### src/rtl/regfile_pkg.sv
// Shared defaults for the bypassing register file and its busy scoreboard.
package regfile_pkg;

  localparam int RF_DATA_W = 32;
  localparam int RF_ADDR_W = 5;
  localparam int RF_DEPTH  = 1 << RF_ADDR_W;

  // Index of the hardwired zero register.
  localparam int RF_ZERO_IDX = 0;

endpackage

### src/rtl/regfile_scoreboard.sv
// Busy scoreboard: one busy bit per register, set by reserve, cleared by
// write. Reserve beats clear on the same index so the newest producer owns
// the register. Provides a per-read-port busy lookup and a registered any_busy.
module regfile_scoreboard
  import regfile_pkg::*;
#(
  parameter int ADDR_W   = RF_ADDR_W,
  parameter int DEPTH    = RF_DEPTH,
  parameter int NUM_RD   = 2,
  parameter int ZERO_REG = 1
) (
  input  logic                     clk,
  input  logic                     rst_n,
  input  logic                     clr_en,
  input  logic [ADDR_W-1:0]        clr_addr,
  input  logic                     rsv_en,
  input  logic [ADDR_W-1:0]        rsv_addr,
  input  logic [NUM_RD*ADDR_W-1:0] rd_addr,
  output logic [NUM_RD-1:0]        rd_busy,
  output logic                     any_busy
);

  localparam logic [ADDR_W-1:0] ZERO_IDX = ADDR_W'(RF_ZERO_IDX);

  logic [DEPTH-1:0] r_busy;
  logic [DEPTH-1:0] w_busyNext;
  logic             r_anyBusy;
  logic             w_clrOk;
  logic             w_rsvOk;

  // Drop clears and reserves aimed at the hardwired zero register.
  always_comb begin
    w_clrOk = clr_en && !((ZERO_REG != 0) && (clr_addr == ZERO_IDX));
    w_rsvOk = rsv_en && !((ZERO_REG != 0) && (rsv_addr == ZERO_IDX));
  end

  // Next busy vector: apply the clear first so a same-index reserve wins.
  always_comb begin
    w_busyNext = r_busy;
    if (w_clrOk) begin
      w_busyNext[clr_addr] = 1'b0;
    end
    if (w_rsvOk) begin
      w_busyNext[rsv_addr] = 1'b1;
    end
  end

  // Busy state and its OR, both taken from the next-state vector.
  always_ff @(posedge clk or negedge rst_n) begin
    if (!rst_n) begin
      r_busy    <= '0;
      r_anyBusy <= 1'b0;
    end else begin
      r_busy    <= w_busyNext;
      r_anyBusy <= |w_busyNext;
    end
  end

  assign any_busy = r_anyBusy;

  // Per-port lookup of the registered busy bits; the zero register never reports busy.
  for (genvar p = 0; p < NUM_RD; p++) begin : g_port
    logic [ADDR_W-1:0] w_addr;
    assign w_addr     = rd_addr[p*ADDR_W +: ADDR_W];
    assign rd_busy[p] = ((ZERO_REG != 0) && (w_addr == ZERO_IDX)) ? 1'b0 : r_busy[w_addr];
  end

endmodule

### src/rtl/regfile_bypass_sb.sv
// Multi-read-port integer register file with async clear, optional hardwired
// zero register, optional same-cycle write-to-read bypass and a busy
// scoreboard so decode can stall on registers owned by in-flight producers.
module regfile_bypass_sb
  import regfile_pkg::*;
#(
  parameter int DATA_W   = RF_DATA_W,
  parameter int ADDR_W   = RF_ADDR_W,
  parameter int NUM_RD   = 2,
  parameter int ZERO_REG = 1,
  parameter int BYPASS   = 1
) (
  input  logic                     clk,
  input  logic                     rst_n,
  input  logic                     wr_en,
  input  logic [ADDR_W-1:0]        wr_addr,
  input  logic [DATA_W-1:0]        wr_data,
  input  logic                     rsv_en,
  input  logic [ADDR_W-1:0]        rsv_addr,
  input  logic [NUM_RD*ADDR_W-1:0] rd_addr,
  output logic [NUM_RD*DATA_W-1:0] rd_data,
  output logic [NUM_RD-1:0]        rd_busy,
  output logic                     any_busy
);

  localparam int                DEPTH    = 1 << ADDR_W;
  localparam logic [ADDR_W-1:0] ZERO_IDX = ADDR_W'(RF_ZERO_IDX);

  logic [DATA_W-1:0] r_mem [DEPTH];
  logic              w_wrOk;
  logic              w_wrLive;
  logic [NUM_RD-1:0] w_sbBusy;

  // A write is stored unless it targets the hardwired zero register; while
  // reset is held the write is lost, so it must not be forwarded either.
  always_comb begin
    w_wrOk   = wr_en && !((ZERO_REG != 0) && (wr_addr == ZERO_IDX));
    w_wrLive = wr_en && rst_n;
  end

  // Data array: async clear of every entry, otherwise a single write port.
  always_ff @(posedge clk or negedge rst_n) begin
    if (!rst_n) begin
      for (int i = 0; i < DEPTH; i++) begin
        r_mem[i] <= '0;
      end
    end else if (w_wrOk) begin
      r_mem[wr_addr] <= wr_data;
    end
  end

  regfile_scoreboard #(
    .ADDR_W   (ADDR_W),
    .DEPTH    (DEPTH),
    .NUM_RD   (NUM_RD),
    .ZERO_REG (ZERO_REG)
  ) u_scoreboard (
    .clk      (clk),
    .rst_n    (rst_n),
    .clr_en   (wr_en),
    .clr_addr (wr_addr),
    .rsv_en   (rsv_en),
    .rsv_addr (rsv_addr),
    .rd_addr  (rd_addr),
    .rd_busy  (w_sbBusy),
    .any_busy (any_busy)
  );

  // Read ports: zero register first, then the bypass hit, then stored state.
  for (genvar p = 0; p < NUM_RD; p++) begin : g_rd
    logic [ADDR_W-1:0] w_rdAddr;
    logic              w_isZero;
    logic              w_hit;

    assign w_rdAddr = rd_addr[p*ADDR_W +: ADDR_W];
    assign w_isZero = (ZERO_REG != 0) && (w_rdAddr == ZERO_IDX);
    assign w_hit    = (BYPASS != 0) && w_wrLive && (wr_addr == w_rdAddr) && !w_isZero;

    assign rd_data[p*DATA_W +: DATA_W] = w_isZero ? '0 : (w_hit ? wr_data : r_mem[w_rdAddr]);
    assign rd_busy[p]                  = w_hit ? 1'b0 : w_sbBusy[p];
  end

endmodule

### config.mk
export PLATFORM = sky130hd
export DESIGN_NAME = regfile_bypass_sb
export DESIGN_NICKNAME = d
export VERILOG_FILES = /design/src/rtl/regfile_pkg.sv /design/src/rtl/regfile_scoreboard.sv /design/src/rtl/regfile_bypass_sb.sv
export SDC_FILE = /design/constraint.sdc
export NUM_CORES = 2
export LEC_CHECK = 0
export CAP_MARGIN = 25
export CORE_ASPECT_RATIO = 1.2
export CORE_UTILIZATION = 60
export DETAILED_ROUTE_END_ITERATION = 7
export GPL_ROUTABILITY_DRIVEN = 0
export PLACE_DENSITY = 0.81
export SLEW_MARGIN = 20
export SYNTH_ARGS = -nofsm -noshare
export SYNTH_HDL_FRONTEND = slang
export SYNTH_SLANG_ARGS = --single-unit
export TNS_END_PERCENT = 50
### constraint.sdc
create_clock -name clk -period 3.9 [get_ports clk]
set_input_delay 0.78 -clock clk [delete_from_list [all_inputs] [get_ports clk]]
set_output_delay 0.78 -clock clk [all_outputs]
set_load 0.1 [all_outputs]
==> summary by stage <==
Status
The run finished with clean final reports.

Synthesis
Ranked by instance count, the synthesized netlist is headed by dfrtp_1 (1057), mux2_2 (1048), mux4_2 (402). The register bit count reported by yosys is 1057. Of the post-synthesis cell area, the dominant cell type holds 46.1%. The most used flip-flop cell after synthesis is dfrtp_1. The most numerous cell in the Yosys netlist is dfrtp_1. For this run, the register share of the synthesized area comes to between 40 and 50%.

The number of nets in the synthesized netlist is 4141. The post-synthesis area per instance is 14.0 sq um. The number of flops mapped to enable cells by yosys is 0.

The netlist area before placement is around 57000 sq um. The number of warning messages in the yosys log is 0. The share of synthesized flip-flops with an asynchronous set or reset is 100%. The count of different cell masters after synthesis is 64. The cell taking the most area after synthesis is dfrtp_1. After technology mapping, the gate count stands at 4085.

By area the synthesized netlist is led by dfrtp_1 (46%), mux2_2 (21%), mux4_2 (16%).

Detailed routing
The detailed router placed 41100 vias in this run. In the routed design, unresolved DRC markers number 0. The number of iterations in the first detailed-routing pass is 5. The number of vias per cell after detailed routing is 7.44. Wires add up to 188 mm. The remaining antenna violation count after routing is 0. The average detailed-routed wire length per instance is 34.0 microns. In this run, the number of DRC markers left after iteration 0 of detailed routing was 5338.

Flow run
The max-cap check violation count is 0.

STA
Static timing analysis puts the maximum clock frequency at 258 MHz. Setup repair after global routing left no endpoint under its margin. The post-layout worst setup margin is 0.0217 ns. In this run the tightest slew margin relative to its limit is 30.2%. After layout, the worst path uses 99.4% of the clock period. The number of pins with negative max-slew slack in the final report is 0. The slew at the pin closest to its max-slew limit is ~1.0 ns.

The shortest clock period the worst path allows after layout is slightly below 4 ns. The total count of hold-check failures in the final report is 0. The number of endpoints failing setup at the final stage is 0.

The worst clock skew on the final layout is 0.00675 ns. In the final timing run, aggregate negative setup slack is 0 ns. The tightest hold path in the finished design has a slack of 0.233 ns.

Finish
The design area is between 60000 and 70000 sq um. The synthesis-to-layout area growth is 16.5%. The area of the multi-input gates is 29600 sq um. In the final design database the tool counted 4238 nets. The fraction of layout cells with a size suffix above 1 is 51.0%. The number of fill cells in the layout is 5952.

Registers take 26500 sq um.

Critical path
Data arrives at the worst endpoint at 3.10 ns. The critical path goes through buf_8, buf_12, nor3_2, buf_12, buf_4, a221o_1, a211oi_1, nor3_1, nor3_2, buf_12. The worst setup path is of the in2out kind.

The slowest cell on the critical path is a211oi_1. The worst flop-to-flop path endpoint is u_scoreboard.any_busy$_DFF_PN0_. The flop-to-flop setup slack is 2.35 ns.

The number of cells on the worst reg-to-reg path is 4. The number of buffers and inverters on the critical path is 5. The biggest fanout along the worst timing path is 28. The cell family with the largest share of critical-path delay is buffers and inverters. Following the worst setup path forward leads to its endpoint at rd_data[54].

The startpoint of the worst setup timing path is rd_addr[6]. The depth of the critical timing path with buffers and inverters included is 10. The most frequent cell on the critical path is buf_12. The worst register-to-register path begins at u_scoreboard.r_busy[15]$_DFF_PN0_.

STA puts the critical path data required time at 3.12 ns. The element type at the critical path start is a primary input. STA classifies the critical path endpoint as an output pin.

The worst stage delay on the critical path is 0.44 ns.

Pwr
Combinational cells account for 24.7% of the total power. In this run the power density over the cells is 500 nW/um^2. Summed over all cells, the static leakage comes to 29.0 nW. In this run, the clock network consumes 31.3% of the power.

The post-route total power is 33.4 mW. In this run the power spent charging and discharging nets is 9.89 mW. Internal power comes to about 24 mW. Sequential cells burn 44.0% of the power. The net switching fraction of the power is 29.6%. Across the VDD grid, the largest voltage drop is just over 400 uV.

Floorplanning
The die area is 96800 sq um. The number of placement rows is around 120. The die extent in x is between 200 and 300 microns. The initial core utilization is 60.9%. From bottom edge to top edge, the die measures around 340 microns. The number of top-level pins is 123. The placeable core region is 94200 sq um.

Clock tree
The number of sinks on the clock net is approximately 1100. Clock-pin slew was measured on the worst setup and hold paths at 0.06 ns. The H-tree generated during clock tree synthesis spans 3 levels. Clock tree synthesis selected as its root buffer the cell clkbuf_16. The insertion delay of the later-clocked pin in the worst-skew pair is 0.68 ns.

The TritonCTS buffer count is 105. TritonCTS built the clock tree. The clock passes through at most 3 buffers.

After clock tree synthesis, the flow added hold-fix buffers numbering 0.

Global routing
The via count of the first global-routing pass is 42400. The pin count of the biggest net entering global routing is 173. The overall routing resource usage is 38.9%. The total grt overflow is 0. The first-pass GRT wire length is 278 mm. The number of antenna violations at the first check in global routing is 2.

Worst hold path
The class of the tightest hold or removal check is in2async.

Placement
OpenSTA, run right after detailed placement, puts the worst setup slack at -0.359 ns. The placed instances occupy a cell area of ~63000 sq um. The HPWL after detailed placement is 114 mm. During placement, the flow inserted port buffers numbering 122.
-- area by class of cell --
class                   instances  share of cell area [%]
clock buffers                 155                    4.63
repair buffers                458                    8.47
diodes                          1                 0.00374
inverters                       9                  0.0505
flip-flops and latches       1057                    39.6
clock inverters                35                   0.618
well taps                    1250                    2.34
multi-input cells            2551                    44.3
-- worst min-delay path by stage --
stage	startpoint	slack [ns]	end	depth (start not counted)
after detailed placement	r_mem[1013]$_DFFE_PN0P_	0.39	r_mem[1013]$_DFFE_PN0P_	0
after global routing	rst_n	0.29	r_mem[855]$_DFFE_PN0P_	2
after floorplan	r_mem[1000]$_DFFE_PN0P_	0.45	r_mem[1000]$_DFFE_PN0P_	1
after CTS	rst_n	0.23	r_mem[791]$_DFFE_PN0P_	2
after global placement	r_mem[1000]$_DFFE_PN0P_	0.38	r_mem[1000]$_DFFE_PN0P_	0
final	rst_n	0.23	u_scoreboard.any_busy$_DFF_PN0_	2
-- layer usage --
layer / wire length (microns) / global-route usage (%) / up-vias
li1: - / - / 15900
met1: 65200 / 48.7 / 21400
met2: 87700 / 60.3 / 2934
met3: 20700 / 9.41 / 829
met4: 14200 / 26.8 / 6
met5: 39 / 0 / -
-- placed cells by master, fill, tap and decap left out, types with 24 or more instances in the layout --
| master | count |
|---|---|
| o221ai_1 | 33 |
| nor2_1 | 157 |
| mux2_2 | 1048 |
| clkbuf_8 | 25 |
| nor3_2 | 37 |
| nand2_1 | 42 |
| buf_12 | 160 |
| clkdlybuf4s50_1 | 40 |
| nor3_1 | 83 |
| mux4_2 | 402 |
| a221o_1 | 53 |
| mux2i_1 | 255 |
| o22ai_1 | 46 |
| buf_4 | 239 |
| clkbuf_16 | 108 |
| nor3_4 | 34 |
| a211oi_1 | 52 |
| a22oi_1 | 32 |
| dfrtp_1 | 1057 |
| clkbuf_1 | 24 |
| o21ai_0 | 34 |
-- sequential cells by signal, summed over array words and instances, names as in the netlist --
register               flops
r_mem                   1024
u_scoreboard.r_busy       32
u_scoreboard.any_busy      1
-- logic make-up (layout without fill, tap and decap cells) --
logic type | count (synthesis) | count (layout) | share of synthesized area (%)
AO/OA/AOI/OAI | 367 | 367 | 5.03
XOR/XNOR | 8 | 8 | 0.122
buffers and inverters | 477 | 657 | 3.75
flip-flops | 1057 | 1057 | 46.1
multiplexers | 1715 | 1715 | 41.0
other | 0 | 1 | 0
AND/OR/NAND/NOR | 461 | 461 | 3.97
-- worst register-to-register path, delay by kind of cell, from the launching register on --
family,cells,cell delay (ns)
flops,1,0.41
simple gates,2,0.49
compound gates,2,0.49
-- what timing repair did --
item	in CTS	in global routing
gates resized for setup	23	17
cloned	2	0
endpoints found under the hold margin	0	0
setup endpoints to repair	30	20
setup buffers	6	2
pin swaps	5	3
-- power by group through the flow --
stage	Combinational [mW]	Sequential (mW)	Clock (mW)
2_1_floorplan	5.91	14.2	0
3_3_place_gp	7.84	14.6	0
3_5_place_dp	8.06	14.8	0
4_1_cts	8.17	14.6	10.5
5_1_grt	8.65	14.9	10.9
6_report	8.26	14.7	10.5
-- stage by stage --
step | util (%) | instances
2_1_floorplan | - | 4085
3_3_place_gp | 66.9 | 5314
3_5_place_dp | 66.9 | 5314
4_1_cts | 70.8 | 5512
5_1_grt | 71.0 | 5515
6_report | 71.0 | 5516
Note: power is estimated with default switching activity, not from simulation.
